$ cat src/rtl/uart_rx_pkg.sv
// Memory map and status bit layout for the UART receiver, shared with the bus decoder.
package uart_rx_pkg;

  localparam logic [31:0] UART_RX_DATA    = 32'h1000_0010;
  localparam logic [31:0] UART_RX_STATUS  = 32'h1000_0014;
  localparam logic [31:0] UART_RX_CONTROL = 32'h1000_0018;
  localparam logic [31:0] UART_RX_BAUD    = 32'h1000_001C;

  localparam int RX_ST_AVAIL     = 0;
  localparam int RX_ST_FULL      = 1;
  localparam int RX_ST_OVERRUN   = 2;
  localparam int RX_ST_FRAME_ERR = 3;
  localparam int RX_ST_BUSY      = 4;

  function automatic logic [31:0] rx_status_word(input logic avail, input logic full,
                                                 input logic ovr, input logic ferr,
                                                 input logic busy);
    logic [31:0] w;
    w = '0;
    w[RX_ST_AVAIL]     = avail;
    w[RX_ST_FULL]      = full;
    w[RX_ST_OVERRUN]   = ovr;
    w[RX_ST_FRAME_ERR] = ferr;
    w[RX_ST_BUSY]      = busy;
    return w;
  endfunction

endpackage

$ cat src/rtl/uart_rx_fifo.sv
// Small synchronous FIFO for received bytes; a pop frees the slot a same-cycle push may use.
module uart_rx_fifo #(
  parameter int DEPTH = 4,
  parameter int W     = 8
) (
  input  logic                   clk,
  input  logic                   rst,
  input  logic                   push,
  input  logic                   pop,
  input  logic [W-1:0]           wdata,
  output logic [W-1:0]           rdata,
  output logic                   full,
  output logic                   empty,
  output logic [$clog2(DEPTH):0] count
);
  localparam int PW = $clog2(DEPTH);

  logic [W-1:0]  mem_q [DEPTH];
  logic [PW-1:0] wr_q, wr_d, rd_q, rd_d;
  logic [PW:0]   cnt_q, cnt_d;
  logic          push_ok, pop_ok;

  assign full    = (cnt_q == (PW+1)'(DEPTH));
  assign empty   = (cnt_q == '0);
  assign count   = cnt_q;
  assign pop_ok  = pop && !empty;
  assign push_ok = push && (!full || pop_ok);
  assign rdata   = empty ? '0 : mem_q[rd_q];

  always_comb begin
    wr_d  = push_ok ? wr_q + PW'(1) : wr_q;
    rd_d  = pop_ok  ? rd_q + PW'(1) : rd_q;
    cnt_d = cnt_q + (PW+1)'(push_ok) - (PW+1)'(pop_ok);
  end

  always_ff @(posedge clk or posedge rst) begin
    if (rst) begin
      wr_q  <= '0;
      rd_q  <= '0;
      cnt_q <= '0;
      for (int i = 0; i < DEPTH; i++) mem_q[i] <= '0;
    end else begin
      wr_q  <= wr_d;
      rd_q  <= rd_d;
      cnt_q <= cnt_d;
      if (push_ok) mem_q[wr_q] <= wdata;
    end
  end

endmodule

$ cat src/rtl/uart_rx.sv
// Memory-mapped 8N1 UART receiver. Define UART_RX_FIFO_EN for a FIFO_DEPTH-entry
// receive FIFO; otherwise a single holding register buffers one byte.
module uart_rx
  import uart_rx_pkg::*;
#(
  parameter logic [15:0] DEFAULT_BAUD_DIVISOR = 16'd434,
  parameter int          FIFO_DEPTH           = 4
) (
  input  logic        clk,
  input  logic        rst,
  input  logic [31:0] addr,
  input  logic [31:0] write_data,
  input  logic        write_enable,
  input  logic        read_enable,
  output logic [31:0] read_data,
  output logic        uart_rx_valid,
  output logic        rx_irq,
  input  logic        rx
);

  typedef enum logic [1:0] {IDLE, START, DATA, STOP} state_e;

  state_e      state_q, state_d;
  logic [15:0] cnt_q, cnt_d;
  logic [7:0]  shift_q, shift_d;
  logic [2:0]  bit_q, bit_d;
  logic        rx_meta_q, rx_sync_q;
  logic        en_q, en_d;
  logic [15:0] baud_q, baud_d;
  logic        ovr_q, ovr_d, ferr_q, ferr_d;
  logic        irq_d;

  logic hit_data, hit_status, hit_ctrl, hit_baud;
  logic wr_status, wr_ctrl, wr_baud, abort;
  logic buf_push, buf_pop, buf_full, buf_empty, buf_multi;
  logic [7:0] buf_rdata;
  logic frame_set, overrun_set, busy;

  assign hit_data      = (addr == UART_RX_DATA);
  assign hit_status    = (addr == UART_RX_STATUS);
  assign hit_ctrl      = (addr == UART_RX_CONTROL);
  assign hit_baud      = (addr == UART_RX_BAUD);
  assign uart_rx_valid = hit_data | hit_status | hit_ctrl | hit_baud;

  assign wr_status = write_enable && hit_status;
  assign wr_ctrl   = write_enable && hit_ctrl;
  assign wr_baud   = write_enable && hit_baud;
  // A new divisor or a disable makes any half-received frame meaningless.
  assign abort     = wr_baud || (wr_ctrl && !write_data[0]);

  assign buf_pop     = read_enable && hit_data && !buf_empty;
  assign overrun_set = buf_push && buf_full && !buf_pop;
  assign busy        = (state_q != IDLE);

  always_comb begin
    read_data = '0;
    if (read_enable) begin
      if (hit_data)   read_data = {24'd0, buf_rdata};
      if (hit_status) read_data = rx_status_word(!buf_empty, buf_full, ovr_q, ferr_q, busy);
      if (hit_ctrl)   read_data = {31'd0, en_q};
      if (hit_baud)   read_data = {16'd0, baud_q};
    end
  end

  always_comb begin
    state_d   = state_q;
    cnt_d     = cnt_q;
    shift_d   = shift_q;
    bit_d     = bit_q;
    buf_push  = 1'b0;
    frame_set = 1'b0;
    case (state_q)
      IDLE: begin
        if (en_q && !rx_sync_q) begin
          cnt_d   = baud_q >> 1;
          state_d = START;
        end
      end
      START: begin
        if (cnt_q == '0) begin
          if (rx_sync_q) begin
            state_d = IDLE;
          end else begin
            cnt_d   = baud_q;
            bit_d   = '0;
            state_d = DATA;
          end
        end else begin
          cnt_d = cnt_q - 16'd1;
        end
      end
      DATA: begin
        if (cnt_q == '0) begin
          shift_d = {rx_sync_q, shift_q[7:1]};
          cnt_d   = baud_q;
          bit_d   = bit_q + 3'd1;
          if (bit_q == 3'd7) state_d = STOP;
        end else begin
          cnt_d = cnt_q - 16'd1;
        end
      end
      STOP: begin
        if (cnt_q == '0) begin
          buf_push  = rx_sync_q;
          frame_set = !rx_sync_q;
          state_d   = IDLE;
        end else begin
          cnt_d = cnt_q - 16'd1;
        end
      end
      default: state_d = IDLE;
    endcase
    if (abort) begin
      state_d   = IDLE;
      buf_push  = 1'b0;
      frame_set = 1'b0;
    end
  end

  // Hardware set beats a same-cycle W1C clear.
  always_comb begin
    en_d   = en_q;
    baud_d = baud_q;
    ovr_d  = ovr_q;
    ferr_d = ferr_q;
    if (wr_ctrl) en_d = write_data[0];
    if (wr_baud) baud_d = write_data[15:0];
    if (wr_status && write_data[RX_ST_OVERRUN])   ovr_d  = 1'b0;
    if (wr_status && write_data[RX_ST_FRAME_ERR]) ferr_d = 1'b0;
    if (overrun_set) ovr_d  = 1'b1;
    if (frame_set)   ferr_d = 1'b1;
    irq_d = buf_push || (!buf_empty && !buf_pop) || buf_multi || ovr_d || ferr_d;
  end

  always_ff @(posedge clk or posedge rst) begin
    if (rst) begin
      rx_meta_q <= 1'b1;
      rx_sync_q <= 1'b1;
      state_q   <= IDLE;
      cnt_q     <= '0;
      shift_q   <= '0;
      bit_q     <= '0;
      en_q      <= 1'b1;
      baud_q    <= DEFAULT_BAUD_DIVISOR;
      ovr_q     <= 1'b0;
      ferr_q    <= 1'b0;
      rx_irq    <= 1'b0;
    end else begin
      rx_meta_q <= rx;
      rx_sync_q <= rx_meta_q;
      state_q   <= state_d;
      cnt_q     <= cnt_d;
      shift_q   <= shift_d;
      bit_q     <= bit_d;
      en_q      <= en_d;
      baud_q    <= baud_d;
      ovr_q     <= ovr_d;
      ferr_q    <= ferr_d;
      rx_irq    <= irq_d;
    end
  end

`ifdef UART_RX_FIFO_EN
  localparam int CW = $clog2(FIFO_DEPTH) + 1;
  logic [CW-1:0] fifo_count;
  logic          unused_ok;

  uart_rx_fifo #(.DEPTH(FIFO_DEPTH), .W(8)) u_fifo (
    .clk   (clk),
    .rst   (rst),
    .push  (buf_push),
    .pop   (buf_pop),
    .wdata (shift_q),
    .rdata (buf_rdata),
    .full  (buf_full),
    .empty (buf_empty),
    .count (fifo_count)
  );
  assign buf_multi = (fifo_count > CW'(1));
  assign unused_ok = ^write_data[31:16];
`else
  logic [7:0] hold_q, hold_d;
  logic       hold_vld_q, hold_vld_d;
  logic       unused_ok;

  always_comb begin
    hold_d     = hold_q;
    hold_vld_d = hold_vld_q;
    if (buf_push && (!hold_vld_q || buf_pop)) begin
      hold_d     = shift_q;
      hold_vld_d = 1'b1;
    end else if (buf_pop) begin
      hold_vld_d = 1'b0;
    end
  end

  always_ff @(posedge clk or posedge rst) begin
    if (rst) begin
      hold_q     <= '0;
      hold_vld_q <= 1'b0;
    end else begin
      hold_q     <= hold_d;
      hold_vld_q <= hold_vld_d;
    end
  end

  assign buf_rdata = hold_vld_q ? hold_q : '0;
  assign buf_full  = hold_vld_q;
  assign buf_empty = !hold_vld_q;
  assign buf_multi = 1'b0;
  assign unused_ok = ^{write_data[31:16], FIFO_DEPTH[0]};
`endif

endmodule

$ cat config.mk
export PLATFORM = sky130hd
export DESIGN_NAME = uart_rx
export DESIGN_NICKNAME = d
export VERILOG_FILES = /design/src/rtl/uart_rx_pkg.sv /design/src/rtl/uart_rx_fifo.sv /design/src/rtl/uart_rx.sv
export SDC_FILE = /design/constraint.sdc
export NUM_CORES = 1
export LEC_CHECK = 0
export CAP_MARGIN = 20
export CORE_MARGIN = 5
export CORE_UTILIZATION = 40
export CTS_CLUSTER_SIZE = 25
export DETAILED_ROUTE_END_ITERATION = 12
export GPL_TIMING_DRIVEN = 0
export MAX_ROUTING_LAYER = met4
export PLACE_DENSITY_LB_ADDON = 0.05
export SLEW_MARGIN = 20
export SYNTH_ARGS = -nofsm -noshare
export SYNTH_HDL_FRONTEND = slang
export SYNTH_HIERARCHICAL = 1
export SYNTH_SLANG_ARGS = --single-unit
$ cat constraint.sdc
create_clock -name clk -period 3.45 [get_ports clk]
set_input_delay 0.69 -clock clk [delete_from_list [all_inputs] [get_ports clk]]
set_output_delay 0.69 -clock clk [all_outputs]
set_load 0.01 [all_outputs]
Word level (Yosys, flattened, before mapping)
Index checks and enable logic that the tools add are counted.
Storage, ports and cells
  output and inout bits: 34
  memories kept: 0
  RAM bits: 0
  bits of input ports: 69
  memory bits (read-only): 0
  bits in latches: 0
  logic and storage cells: 104
  register bits: 60
Cells by class
  eq/ne operators: 19
  $lt $le $gt $ge: 0
  divide/modulo/power cells: 0
  muxes and demuxes: 36
  shifts and indexed selects: 0
  multiply operators: 0
  $add $sub $neg: 2
  bitwise gates (word level): 3
  reductions and logical operators: 31
Operators with widths (count)
  32-bit by 29-bit == test with 1-bit output, second input constant: 4
  16-bit two-way mux: 5
  32-bit two-way mux: 2
  16-bit one-hot mux with 4 select lines: 1
  8-bit two-way mux: 4
  3-bit != test, second input constant: 6
  16-bit logical NOT: 1
  16-bit by 1-bit subtractor with 16-bit output, second input constant: 1
  2-bit two-way mux: 7
  1-bit logical AND: 13
  1-bit two-way mux: 12
  2-bit != test, second input constant: 5
  3-bit two-way mux: 3
  2-bit one-hot mux with 4 select lines: 1
  3-bit one-hot mux with 2 select lines: 1
  2-bit nonzero test: 3
  1-bit logical OR: 5
  5-bit AND reduction: 1
  2-bit == test, second input constant: 2
  1-bit logical NOT: 4
  4-bit AND reduction: 1
  3-bit by 1-bit adder with 3-bit output, second input constant: 1
  3-bit == test, second input constant: 1
  1-bit OR: 3
  4 further kinds: 4

Depth between registers and ports, before layout
  depth after elaboration: 10
  mapped depth: 10
  mapped depth without buffers: 8

Worst setup path before layout
OpenSTA, ideal clock, no wires.
  path kind: input port to output port
  start point: input port addr[26]
  end point: output port read_data[7]
  setup slack: 0.542 ns
  buffers on the path: 1
  stages: 8
  required time: 2.760 ns
  data arrival time: 2.218 ns
  cells stage by stage: nor4b_1 > and4_1 > nand2_1 > inv_1 > nand2_1 > nor2_1 > clkbuf_1 > a22o_1
On the way
  cells in the longest elaborated chain, start to end: 6
  elaborated cells between the ends (all ways): 9
  those cells by class: eq/ne (4); mux (5)
RTL lines
  start: declaration: RTL line uart_rx.sv:11  | input logic [31:0] addr,
  32-bit by 29-bit == test with 1-bit output: RTL line uart_rx.sv:39  | assign hit_data = (addr == UART_RX_DATA);
  8-bit two-way mux: RTL line uart_rx.sv:58  | if (hit_data) read_data = {24'd0, buf_rdata};
  8-bit two-way mux: RTL line uart_rx.sv:59  | if (hit_status) read_data = rx_status_word(!buf_empty, buf_full, ovr_q, ferr_q, busy);
  8-bit two-way mux: RTL line uart_rx.sv:60  | if (hit_ctrl) read_data = {31'd0, en_q};
  32-bit two-way mux *: RTL line uart_rx.sv:61  | if (hit_baud) read_data = {16'd0, baud_q};
  32-bit two-way mux *: RTL line uart_rx.sv:57  | if (read_enable) begin
  end: declaration: RTL line uart_rx.sv:15  | output logic [31:0] read_data,
Every way passes the cells marked *; elsewhere a longest branch is shown, timed or not.

Worst setup path in the final report
  start point: input port addr[26]
  end point: output port read_data[2]
Same word-level chain as after synthesis.

==> results.sh <==
export IMPL_h_tree_depth=3
export IMPL_clock_fmax_ghz=0.294
export IMPL_critPathKind="input pin to primary output"
export IMPL_synth_top_area_share_pct=36.2
export IMPL_postPlaceCellArea_um2=4490
export IMPL_drc_errors=0
export IMPL_multiInputGateArea_um2=1950
export IMPL_seq_area_um2=1510
export IMPL_fin_crit_ps=3410
export IMPL_ys_ff_latch=60
export IMPL_cts_sinks=60
export IMPL_crit_path_start_kind="input pin"
export IMPL_max_stage_delay_ps=430
export IMPL_initial_core_util_pct=41.2
export IMPL_hp_class="flip-flop to flip-flop"
export IMPL_cpMaxStageDelayCell="clkdlybuf4s50_1"
export IMPL_finalWirelength_um=10400
export IMPL_area_delta_synth_final_pct=32.7
export IMPL_via_count=3253
export IMPL_dieArea_um2=11000
export IMPL_path_cells="clkdlybuf4s50_1 -> nor4b_2 -> and4_1 -> nand2_4 -> inv_4 -> nand2_1 -> nor2_4 -> buf_4 -> a22o_1 -> clkdlybuf4s15_1"
export IMPL_wl_met2_um=4900
export IMPL_cp_max_fo=5
export IMPL_drv_cap=0
export IMPL_finalSetupViolCount=0
export IMPL_ant_nets=0
export IMPL_gr_usage_all_layers_pct=19.8
export IMPL_ys_warn_count=6
export IMPL_finalInstanceArea_um2=4760
export IMPL_syn_area_per_cell_um2=9.92
export IMPL_max_slew_margin_pct=31.7
export IMPL_yosys_top_cells_area="dfrtp_1, mux2_2, dfstp_2"
export IMPL_cts_tree="built"
export IMPL_firstDrtPassIters=4
export IMPL_leakagePower_nw=2.27
export IMPL_yosysUniqueCellTypes=59
export IMPL_slew_viol_final=0
export IMPL_synth_cells=362
export IMPL_final_cells=576
export IMPL_fin_nets=539
export IMPL_cts_inserted_buffers=9
export IMPL_period_share_pct=98.7
export IMPL_pin_count=103
export IMPL_port_buffers=69
export IMPL_top_layer="met4"
export IMPL_yosysTopAreaCell="dfrtp_1"
export IMPL_whs_ps=359
export IMPL_drive_gt1_share_pct=23.3
export IMPL_worstSetupEndpointType="primary output"
export IMPL_ys_dominant_reg_cell="dfrtp_1"
export IMPL_globalplace_congestion=0.908
export IMPL_grt_overflow_total=0
export IMPL_grt_first_pass_wirelength_um=17100
export IMPL_status="complete, no violations"
export IMPL_seq_area_frac_synth_pct=42.1
export IMPL_rows=34
export IMPL_antenna_found_initial=0
export IMPL_viasPerCell=5.65
export IMPL_async_flop_share_pct=100
export IMPL_grt_max_degree=42
export IMPL_clk_latency_ps=350
export IMPL_dp_cells=555
export IMPL_tightest_slew_ps=1010
export IMPL_fill_cells=820
export IMPL_wire_per_inst_um=18.1
export IMPL_drt_iter0_markers=206
export IMPL_yosysMostFrequentCell="dfrtp_1"
export IMPL_m1WireLength_um=4650
export IMPL_final_util_pct=54.6
export IMPL_powerDensity_nw_per_um2=310
export IMPL_cp_arrival_ps=2720
export IMPL_dr_wl_met3_um=700
export IMPL_dp_hpwl_um=7640
export IMPL_synth_edf_count=0
export IMPL_clk_pin_slew_ps=80
export IMPL_final_hold_violation_count=0
export IMPL_ys_top_cells_by_count="dfrtp_1, mux2_2, nand2_1"
export IMPL_cts_buffer_depth=2
export IMPL_diodes=0
export IMPL_fp_dieW_um=105
export IMPL_clock_skew_ps=14.0
export IMPL_cts_root_buf="clkbuf_8"
export IMPL_irDropWorstVdd_mv=0.164
export IMPL_cp_required_ps=2760
export IMPL_grt_pass1_vias=3375
export IMPL_coreArea_um2=8720
export IMPL_syn_area_um2=3590
export IMPL_die_h_um=105
metrics by stage:
| stage | setup TNS [ps] | power [mW] | setup slack, ps |
|---|---|---|---|
| final | 0 | 1.47 | 43.4 |
| after global routing | -663 | 1.53 | -65.7 |
| after CTS | 0 | 1.49 | 16.2 |
| after detailed placement | -13200 | 0.831 | -922 |
| after global placement | -14060 | 0.826 | -924 |
| after floorplan | 0 | 0.760 | 542 |
cells by family after synthesis:
logic type / count (synthesis) / share of synthesized area (%)
xor+xnor: 5 / 1.22
simple gates: 119 / 18.6
fa+ha+maj: 7 / 2.44
compound gates: 91 / 17.8
mux: 36 / 11.2
flops: 60 / 42.1
buf+inv: 43 / 6.48
other cells: 1 / 0.104
state kept, by name, indices dropped and copies added (netlist names):
| name | cells |
|---|---|
| baud_q | 16 |
| bit_q | 3 |
| buf_full | 1 |
| cnt_q | 16 |
| en_q | 1 |
| ferr_q | 1 |
| hold_q | 8 |
| ovr_q | 1 |
| rx_irq | 1 |
| rx_meta_q | 1 |
| rx_sync_q | 1 |
| shift_q | 8 |
| state_q | 2 |
layout by cell type (no fill, tap or decap), drive strengths merged, types with 16 or more instances in the layout:
| cell | n |
|---|---|
| buf | 27 |
| clkbuf | 22 |
| clkdlybuf4s50 | 53 |
| conb | 16 |
| dfrtp | 52 |
| mux2 | 33 |
| nand2 | 29 |
| nor2 | 19 |
| o21ai | 26 |
routing by layer:
metal	vias to the layer above	global-route usage (%)
li1	1523	-
met2	122	30.1
met3	14	4.32
met5	-	-
met1	1594	26.6
met4	0	5.94
final timing paths:
kind                           start            to  slack, ps  cells past startpoint
setup / recovery            addr[26]  read_data[2]         40                     10
hold / removal             rx_meta_q     rx_sync_q        360                      0
setup reg to reg            cnt_q[0]     cnt_q[12]        610                      9
hold reg to reg            rx_meta_q     rx_sync_q        360                      0
max in group asynchronous        rst     rx_sync_q       2250                      3
min in group asynchronous        rst      cnt_q[5]        640                      2
final cells by class:
class                      count  share of cell area, %
clock inverter                 7                   1.55
timing repair buffer          75                   15.0
inverter                      13                   1.13
multi-input combinational    274                   41.0
sequential                    60                   31.7
clock buffer                   9                   2.60
buffer                        30                   4.13
tap                          108                   2.84
repair_timing:
item | 4_1_cts | 5_1_grt
pin swaps | 2 | 3
buffers inserted | 2 | 3
resized for setup | 29 | 13
setup endpoints to repair | 16 | 15
hold buffers | 0 | 0
gates cloned | 0 | 0
worst max-delay path, delay by kind of cell:
kind	cells	cell delay, ps
AOI/OAI and AO/OA	1	150
buffers and inverters	4	930
and+or+nand+nor	5	920
power by group:
part           internal, mW  total (mW)  switching, mW  leakage [nW]
combinational        0.0691       0.114         0.0445          1.36
clock                 0.337       0.654          0.317         0.100
sequential            0.705       0.707        0.00135         0.810
total                  1.11        1.47          0.363          2.27
Power figures use the tool's default switching activity.
